===== src/rtl/rob_pkg.sv =====
// Shared defaults and index/count types for the re-order buffer allocation controller.
package rob_pkg;

  localparam int DEF_RENTRIES = 32;
  localparam int DEF_RSLOTS   = 3;
  localparam int DEF_CSLOTS   = 2;

  localparam int IDX_W = $clog2(DEF_RENTRIES);
  localparam int CNT_W = IDX_W + 1;

  typedef logic [IDX_W-1:0] rob_idx_t;
  typedef logic [CNT_W-1:0] rob_cnt_t;

endpackage


===== src/rtl/rob_commit_scan.sv =====
// Counts consecutive valid-and-done entries starting at the head, capped at CSLOTS.
module rob_commit_scan
  import rob_pkg::*;
#(
  parameter int RENTRIES = DEF_RENTRIES,
  parameter int CSLOTS   = DEF_CSLOTS
) (
  input  logic [$clog2(RENTRIES)-1:0] i_head,
  input  logic [RENTRIES-1:0]         i_rob_v,
  input  logic [RENTRIES-1:0]         i_rob_done,
  input  logic                        i_commit_en,
  output logic [1:0]                  o_commit_cnt
);

  localparam int IW = $clog2(RENTRIES);

  logic          w_stop;
  logic [IW-1:0] w_idx;

  // Retirement is strictly in order, so the first not-ready entry ends the scan.
  always_comb begin
    o_commit_cnt = '0;
    w_stop       = 1'b0;
    w_idx        = i_head;
    for (int k = 0; k < CSLOTS; k++) begin
      w_idx = i_head + IW'(k);
      if (!w_stop && i_commit_en && i_rob_v[w_idx] && i_rob_done[w_idx]) begin
        o_commit_cnt = o_commit_cnt + 2'd1;
      end else begin
        w_stop = 1'b1;
      end
    end
  end

endmodule


===== src/rtl/rob_alloc_ctrl.sv =====
// ROB tail/head pointer, entry-valid and occupancy control with in-order commit and flush recovery.
module rob_alloc_ctrl
  import rob_pkg::*;
#(
  parameter int RENTRIES = DEF_RENTRIES,
  parameter int RSLOTS   = DEF_RSLOTS,
  parameter int CSLOTS   = DEF_CSLOTS
) (
  input  logic                                     clk,
  input  logic                                     rst_n,
  input  logic [2:0]                               i_alloc_cnt,
  input  logic                                     i_commit_en,
  input  logic [RENTRIES-1:0]                      i_rob_done,
  input  logic                                     i_flush,
  input  logic [$clog2(RENTRIES)-1:0]              i_flush_tail,
  output logic [RSLOTS-1:0][$clog2(RENTRIES)-1:0]  o_rob_tails,
  output logic [$clog2(RENTRIES)-1:0]              o_rob_head,
  output logic [RENTRIES-1:0]                      o_rob_v,
  output logic [1:0]                               o_commit_cnt,
  output logic [$clog2(RENTRIES):0]                o_count,
  output logic [$clog2(RENTRIES):0]                o_free_cnt,
  output logic                                     o_full,
  output logic                                     o_empty,
  output logic                                     o_alloc_err
);

  localparam int IW = $clog2(RENTRIES);
  localparam int CW = IW + 1;

  logic [IW-1:0]       r_tail;
  logic [IW-1:0]       r_head;
  logic [RENTRIES-1:0] r_rob_v;
  logic [CW-1:0]       r_count;
  logic                r_alloc_err;

  logic [IW-1:0]       w_tail_nx;
  logic [IW-1:0]       w_head_nx;
  logic [RENTRIES-1:0] w_rob_v_nx;
  logic [CW-1:0]       w_count_nx;
  logic                w_alloc_err_nx;
  logic [1:0]          w_commit_cnt;
  logic [CW-1:0]       w_free;
  logic                w_alloc_ok;
  logic [IW-1:0]       w_span;
  logic [IW-1:0]       w_idx;

  rob_commit_scan #(
    .RENTRIES (RENTRIES),
    .CSLOTS   (CSLOTS)
  ) u_scan (
    .i_head       (r_head),
    .i_rob_v      (r_rob_v),
    .i_rob_done   (i_rob_done),
    .i_commit_en  (i_commit_en & ~i_flush),
    .o_commit_cnt (w_commit_cnt)
  );

  assign w_free     = CW'(RENTRIES) - r_count;
  assign w_alloc_ok = (CW'(i_alloc_cnt) <= (w_free + CW'(w_commit_cnt)));
  assign w_span     = r_tail - i_flush_tail;

  // Commit clears run before allocation sets, so a slot freed and reused this cycle ends up valid.
  always_comb begin
    w_rob_v_nx     = r_rob_v;
    w_tail_nx      = r_tail;
    w_head_nx      = r_head + IW'(w_commit_cnt);
    w_count_nx     = r_count;
    w_alloc_err_nx = 1'b0;
    w_idx          = '0;
    if (i_flush) begin
      w_tail_nx  = i_flush_tail;
      w_count_nx = {1'b0, i_flush_tail - r_head};
      for (int i = 0; i < RENTRIES; i++) begin
        if ((IW'(i) - i_flush_tail) < w_span) begin
          w_rob_v_nx[i] = 1'b0;
        end
      end
    end else begin
      for (int k = 0; k < CSLOTS; k++) begin
        if (k < int'(w_commit_cnt)) begin
          w_idx             = r_head + IW'(k);
          w_rob_v_nx[w_idx] = 1'b0;
        end
      end
      if (w_alloc_ok) begin
        for (int k = 0; k < RSLOTS; k++) begin
          if (k < int'(i_alloc_cnt)) begin
            w_idx             = r_tail + IW'(k);
            w_rob_v_nx[w_idx] = 1'b1;
          end
        end
        w_tail_nx  = r_tail + IW'(i_alloc_cnt);
        w_count_nx = r_count + CW'(i_alloc_cnt) - CW'(w_commit_cnt);
      end else begin
        w_alloc_err_nx = 1'b1;
        w_count_nx     = r_count - CW'(w_commit_cnt);
      end
    end
  end

  always_ff @(posedge clk or negedge rst_n) begin
    if (!rst_n) begin
      r_tail      <= '0;
      r_head      <= '0;
      r_rob_v     <= '0;
      r_count     <= '0;
      r_alloc_err <= 1'b0;
    end else begin
      r_tail      <= w_tail_nx;
      r_head      <= w_head_nx;
      r_rob_v     <= w_rob_v_nx;
      r_count     <= w_count_nx;
      r_alloc_err <= w_alloc_err_nx;
    end
  end

  always_comb begin
    o_rob_tails = '0;
    for (int k = 0; k < RSLOTS; k++) begin
      o_rob_tails[k] = r_tail + IW'(k);
    end
  end

  assign o_rob_head   = r_head;
  assign o_rob_v      = r_rob_v;
  assign o_commit_cnt = w_commit_cnt;
  assign o_count      = r_count;
  assign o_free_cnt   = w_free;
  assign o_full       = (r_count == CW'(RENTRIES));
  assign o_empty      = (r_count == '0);
  assign o_alloc_err  = r_alloc_err;

endmodule


===== config.mk =====
export PLATFORM = sky130hd
export DESIGN_NAME = rob_alloc_ctrl
export DESIGN_NICKNAME = d
export VERILOG_FILES = /design/src/rtl/rob_pkg.sv /design/src/rtl/rob_commit_scan.sv /design/src/rtl/rob_alloc_ctrl.sv
export SDC_FILE = /design/constraint.sdc
export NUM_CORES = 1
export LEC_CHECK = 0
export CAP_MARGIN = 40
export CORE_MARGIN = 2
export CORE_UTILIZATION = 50
export CTS_BUF_LIST = sky130_fd_sc_hd__clkbuf_8
export CTS_CLUSTER_SIZE = 25
export DETAILED_ROUTE_END_ITERATION = 12
export PLACE_DENSITY = 0.77
export SYNTH_ARGS = -nofsm -noshare
export SYNTH_HDL_FRONTEND = slang
export SYNTH_SLANG_ARGS = --single-unit

===== constraint.sdc =====
create_clock -name clk -period 6.1 [get_ports clk]
set_input_delay 1.22 -clock clk [delete_from_list [all_inputs] [get_ports clk]]
set_output_delay 1.22 -clock clk [all_outputs]
set_load 0.03 [all_outputs]

==> impl_metrics.json, run 1 <==
{
  "row_count": 45,
  "route.vias.total": 8140,
  "timing.hold.ws_ps": 630,
  "ant_nets": 0,
  "first_global_vias": 7783,
  "grt_pass1_wl_mm": 41.4,
  "area_growth_pct": 18.0,
  "cts_tree": "yes",
  "grt.total_usage_pct": 31.4,
  "clk_pin_slew_ps": 100,
  "synth_edf_count": 0,
  "place_inst": 1271,
  "timing.setup.tns_ps": 0,
  "fmax_mhz": 175,
  "p_int_uw": 2380,
  "numCtsBuffers": 5,
  "seq_power_share_pct": 14.4,
  "startpoint_type": "flip-flop",
  "synthesis.instances": 979,
  "r2r-start": "o_rob_head[1]",
  "clockRootBuffer": "clkbuf_8",
  "io_pins": 113,
  "slew_viol_final": 0,
  "use_met2_pct": 50.4,
  "worst-r2r-cell-count": 20,
  "tightest_slew_ps": 897,
  "syn_area_per_cell_um2": 8.07,
  "cts_setup_buffers": 0,
  "outcome": "completed",
  "routed_wl_mm": 26.7,
  "met3_usage_pct": 5.86,
  "p_leak_uw": 0.00405,
  "hp-class": "flip-flop to flip-flop",
  "nets": 1232,
  "rr_endpoint": "o_rob_v[0]",
  "min_period_ps": 5720,
  "holdPathStages": 2,
  "setup_violations": 0,
  "yosys_warnings": 0,
  "layout-drive-gt1-share_pct": 7.12,
  "nFillCells": 1409,
  "switching_share_pct": 56.1,
  "die_h_um": 130,
  "slowest_stage": "ha_1",
  "dr.pass1.iters": 6,
  "max_slew_margin_pct": 39.6,
  "hold_viol": 0,
  "ir_worst_vdd_v": 0.000320,
  "crit_path_end_kind": "flip-flop",
  "grt.busiest_layer": "met2",
  "drc_errors": 0,
  "min_from": "o_rob_v[19]",
  "p_sw_uw": 3040,
  "h-tree-depth": 2,
  "core_area_um2": 15300,
  "synth_seq_area_share_pct": 15.5,
  "clock_path_buffers": 2,
  "netlist-cell-type-count": 64,
  "grt_max_degree": 78,
  "maxCapViolCount": 0,
  "ys_ff_latch": 49,
  "period_share_pct": 93.8,
  "die_w_um": 130,
  "die-area_um2": 16800,
  "crit_path_cell_trace": "buf_4 > ha_1 > xor2_1 > buf_4 > mux4_2 > nor3_1 > nor4b_1 > buf_4 > ha_2 > ha_1 > inv_1 > fa_1 > ha_1 > nor2b_1 > o21ai_0 > a211o_1 > a2bb2oi_2 > buf_12 > o21ai_0 > a221oi_1",
  "grt.overflow.total": 0,
  "antenna_found_initial": 0,
  "dp_hpwl_mm": 20.5,
  "synth_nets": 1144,
  "skew_ps": 20.0,
  "syn-cell-area_um2": 7900,
  "wl_per_cell_um": 20.9,
  "critPathMaxFanout": 41,
  "clockPowerShare_pct": 3.7,
  "finalNonFillerCells": 1279,
  "cp_top_family": "adder cells",
  "powerDensity_nw_per_um2": 582,
  "cpPeakStageDelay_ps": 510,
  "cp_num_buf_inv": 5,
  "worstPathArrival_ps": 5920,
  "rsz0062_at_grt": "false",
  "ctsHoldBuffers": 0,
  "initial_core_util_pct": 51.6,
  "combinationalPowerShare_pct": 81.9,
  "required_ps": 6300,
  "grt_util_met1_pct": 41.3,
  "diodes": 0,
  "cts.repair.resized": 0,
  "io_buffer_count": 112,
  "cts.sinks": 49,
  "clkLatencyLatePin_ps": 330,
  "drtIter0Drc": 954,
  "routabilityCongestion": 1.02,
  "crit_type": "flip-flop to flip-flop",
  "rrSetupSlack_ps": 380,
  "hold_end": "o_rob_v[19]",
  "async_reset_ff_share_pct": 100,
  "via_per_inst": 6.36,
  "ys.flop_type": "dfrtp_1"
}
state kept, by name, indices dropped and copies added, names as in the netlist:
signal	count
o_rob_v	32
o_count	6
o_alloc_err	1
o_rob_head	5
r_tail	5
cell usage in the layout (no fill, tap or decap), types with 8 or more instances in the layout:
master	instances
o21ai_0	78
nor2_1	65
o22ai_1	28
nand3_1	21
buf_4	26
nor3_1	16
a221oi_1	29
dfrtp_1	48
nand2_1	59
xnor2_1	43
ha_1	112
mux2i_1	26
nor4_1	8
a211oi_1	41
and2_1	12
clkdlybuf4s50_1	110
mux4_2	14
a32oi_1	8
fa_1	8
nand2b_1	11
a21oi_1	43
nor2b_1	11
xor2_1	14
a21o_1	45
inv_1	97
worst max path at each step:
stage	from	to	slack, ps	depth (start not counted)
global route	o_rob_head[1]	o_count[0]	100	19
detailed placement	i_rob_done[31]	r_tail[0]	140	19
global placement	i_rob_done[22]	r_tail[0]	240	19
CTS	i_rob_done[31]	r_tail[0]	430	19
floorplan	o_rob_head[1]	o_count[1]	130	22
finish	o_rob_head[1]	o_rob_v[0]	380	20
layer usage:
| metal | vias up | share of wire (%) |
|---|---|---|
| met1 | 3792 | 41 |
| met3 | 103 | 10 |
| met4 | 0 | 4.6 |
| met2 | 502 | 45 |
| met5 | - | 0 |
| li1 | 3743 | - |
worst reg2reg max path: cells and delay by family (launching register included):
family	cells	cell delay, ps
DFF	1	370
xor gates and xnor gates	1	180
adders and majority gates	5	1830
buffers and inverters	5	1140
muxes	1	510
AOI/OAI and AO/OA	5	1140
and+or+nand+nor	3	460
synth_stat cells, types with 16 or more instances:
master    count  area, um^2
nor3_1       16        80.1
o22ai_1      28         175
dfrtp_1      49        1230
a221oi_1     29         254
inv_1        95         357
mux2i_1      26         260
clkbuf_1     36         135
nand3_1      21         105
ha_1        113        1410
a211oi_1     41         308
a21o_1       45         338
nor2_1       65         244
o21ai_0      78         390
a21oi_1      43         215
nand2_1      59         221
xnor2_1      44         385
area by class of cell:
| type | count | area [um^2] | share of cell area, % |
|---|---|---|---|
| inverter | 98 | 368 | 3.95 |
| sequential | 49 | 1230 | 13.2 |
| timing repair buffer | 140 | 1330 | 14.3 |
| tap | 211 | 264 | 2.83 |
| clock buffer | 5 | 68.8 | 0.738 |
| multi-input combinational | 773 | 6050 | 64.9 |
| clock inverter | 3 | 16.3 | 0.174 |
cells by family (layout without fill, tap and decap cells):
group                      after synthesis  after routing  synth area share, %
AOI/OAI and AO/OA                      311            311                 26.9
buffers and inverters                  157            246                 8.05
muxes                                   47             47                 8.28
and+or+nand+nor                        236            236                 14.9
DFF                                     49             49                 15.5
xor gates and xnor gates                58             58                 6.43
adders and majority gates              121            121                 19.9
through the flow:
stage,utilization (%),power [uW],instance area [um^2],setup WS [ps]
after CTS,60.9,5350,9320,432
final,60.9,5430,9320,381
after detailed placement,60.3,5130,9240,137
after global routing,60.9,5840,9320,97.5
after floorplan,-,3700,7900,133
after global placement,60.3,5020,9230,245
power by group through the flow:
stage | logic [uW] | registers (uW) | clock network [uW]
after floorplan | 2780 | 922 | 0
after global placement | 4250 | 773 | 0
after detailed placement | 4350 | 775 | 0
after CTS | 4380 | 768 | 201
after global routing | 4830 | 799 | 214
final | 4440 | 784 | 201
Power figures use the tool's default switching activity.
==> inputs of run 2 (changes only) <==
Settings changed: CORE_MARGIN 2 to 4.
==> impl_metrics.json, run 2 (synthesis results as in run 1) <==
{
  "outcome": "completed",
  "ir_worst_vdd_v": 0.000303,
  "clockPowerShare_pct": 4.0,
  "startpoint_type": "input pin",
  "cts_setup_buffers": 0,
  "dp_hpwl_mm": 21.1,
  "nets": 1237,
  "clock_path_buffers": 2,
  "placed_area_um2": 9280,
  "fin_ws_ps": 505,
  "min_from": "o_rob_v[22]",
  "setup_violations": 0,
  "cts_tree": "yes",
  "holdPathStages": 2,
  "power_uw": 5460,
  "first_global_vias": 7690,
  "ctsHoldBuffers": 0,
  "p_sw_uw": 3050,
  "row_count": 45,
  "area_growth_pct": 18.6,
  "drtIter0Drc": 798,
  "io_pins": 113,
  "slowest_stage": "mux4_2",
  "skew_ps": 12.9,
  "die-area_um2": 17900,
  "ant_nets": 0,
  "grt_util_met1_pct": 39.9,
  "crit_path_cell_trace": "clkdlybuf4s50_1 > mux4_2 > mux4_2 > nor2_1 > nor3_1 > nor4b_1 > buf_4 > ha_2 > ha_1 > inv_1 > fa_1 > ha_1 > nor2b_1 > o21ai_0 > a2111oi_2 > o2bb2ai_1 > buf_4 > mux2i_1 > o21ai_0",
  "routed_wl_mm": 27.0,
  "p_int_uw": 2410,
  "cpPeakStageDelay_ps": 490,
  "final_common_cell": "ha_1",
  "worstPathArrival_ps": 5770,
  "fmax_mhz": 179,
  "clockRootBuffer": "clkbuf_8",
  "clk_pin_slew_ps": 110,
  "crit_type": "input pin to flip-flop",
  "timing.setup.tns_ps": 0,
  "grt_max_degree": 78,
  "diodes": 0,
  "slew_viol_final": 0,
  "cp_top_family": "adder cells",
  "die_w_um": 134,
  "dr.pass1.iters": 5,
  "grt.busiest_layer": "met2",
  "switching_share_pct": 55.9,
  "hp-class": "flip-flop to flip-flop",
  "routabilityCongestion": 0.978,
  "grt.overflow.total": 0,
  "nFillCells": 1429,
  "met3_usage_pct": 4.19,
  "combinationalPowerShare_pct": 81.8,
  "fin_area_um2": 9370,
  "initial_core_util_pct": 51.6,
  "numCtsBuffers": 5,
  "min_period_ps": 5590,
  "cp.depth": 19,
  "grt.total_usage_pct": 29.5,
  "dp_slack_ps": 231,
  "tightest_slew_ps": 887,
  "p_leak_uw": 0.00407,
  "grt_pass1_wl_mm": 42.4,
  "io_buffer_count": 112,
  "use_met2_pct": 47.3,
  "clkLatencyLatePin_ps": 320,
  "required_ps": 6270,
  "r2r-start": "o_rob_head[1]",
  "utilization_pct": 61.2,
  "largest_reg_flops": 32,
  "h-tree-depth": 2,
  "rrSetupSlack_ps": 620,
  "drc_errors": 0,
  "via_per_inst": 6.32,
  "route.vias.total": 8109,
  "rsz0062_at_grt": "false",
  "cts.repair.resized": 0,
  "hold_viol": 0,
  "hold_end": "o_rob_v[22]",
  "cts.sinks": 49,
  "antenna_found_initial": 0,
  "maxCapViolCount": 0,
  "critPathMaxFanout": 6,
  "max_slew_margin_pct": 40.9,
  "cp_num_buf_inv": 4,
  "powerDensity_nw_per_um2": 583,
  "layout-drive-gt1-share_pct": 7.74,
  "worst-r2r-cell-count": 21,
  "wl_per_cell_um": 21.0,
  "period_share_pct": 91.7,
  "rr_endpoint": "r_tail[0]",
  "crit_path_end_kind": "flip-flop",
  "die_h_um": 134,
  "seq_power_share_pct": 14.3,
  "layout_common_cells": "112 x ha_1, 110 x clkdlybuf4s50_1, 95 x inv_1",
  "core_area_um2": 15300
}
run 2: cell type report:
cell class	count	area [um^2]	area share, %
timing repair buffer	145	1370	14.6
inverter	98	368	3.93
clock inverter	3	21.3	0.227
clock buffer	5	68.8	0.735
multi-input combinational	773	6050	64.6
tap	211	264	2.82
sequential	49	1230	13.1
run 2: per-layer routing:
layer | wire length [um] | vias to the layer above
li1 | - | 3766
met4 | 1290 | 0
met1 | 11200 | 3826
met5 | 0 | -
met2 | 12300 | 427
met3 | 2190 | 90
run 2: worst max path at each step:
stage	from	to	slack (ps)
floorplan	o_rob_head[1]	o_count[1]	130
global placement	i_rob_done[22]	r_tail[0]	310
detailed placement	i_rob_done[31]	r_tail[0]	230
CTS	i_rob_done[31]	r_tail[0]	540
global route	i_rob_done[16]	r_tail[0]	240
finish	i_rob_done[28]	r_tail[0]	510
run 2: power groups by stage:
| stage | registers, uW | clock network, uW | logic [uW] |
|---|---|---|---|
| 6_report | 778 | 216 | 4460 |
| 4_1_cts | 762 | 210 | 4430 |
| 2_1_floorplan | 922 | 0 | 2780 |
| 3_3_place_gp | 763 | 0 | 4290 |
| 5_1_grt | 798 | 223 | 4880 |
| 3_5_place_dp | 768 | 0 | 4400 |
run 2: metrics by stage:
step	std cells	hold slack, ps
2_1_floorplan	979	702
3_3_place_gp	1275	592
3_5_place_dp	1276	600
4_1_cts	1284	615
5_1_grt	1284	655
6_report	1284	614
run 2: worst min-delay path, delay by kind of cell (launching register included):
family	cells	cell delay, ps
flip-flops	1	440
buffers and inverters	1	70
AO/OA/AOI/OAI	1	70
==> inputs of run 3 (changes only) <==
Settings changed: HOLD_SLACK_MARGIN from default to 0.08.
==> results of run 3 <==
Same layout as run 2: the final DEF is identical, and so are final timing and power.
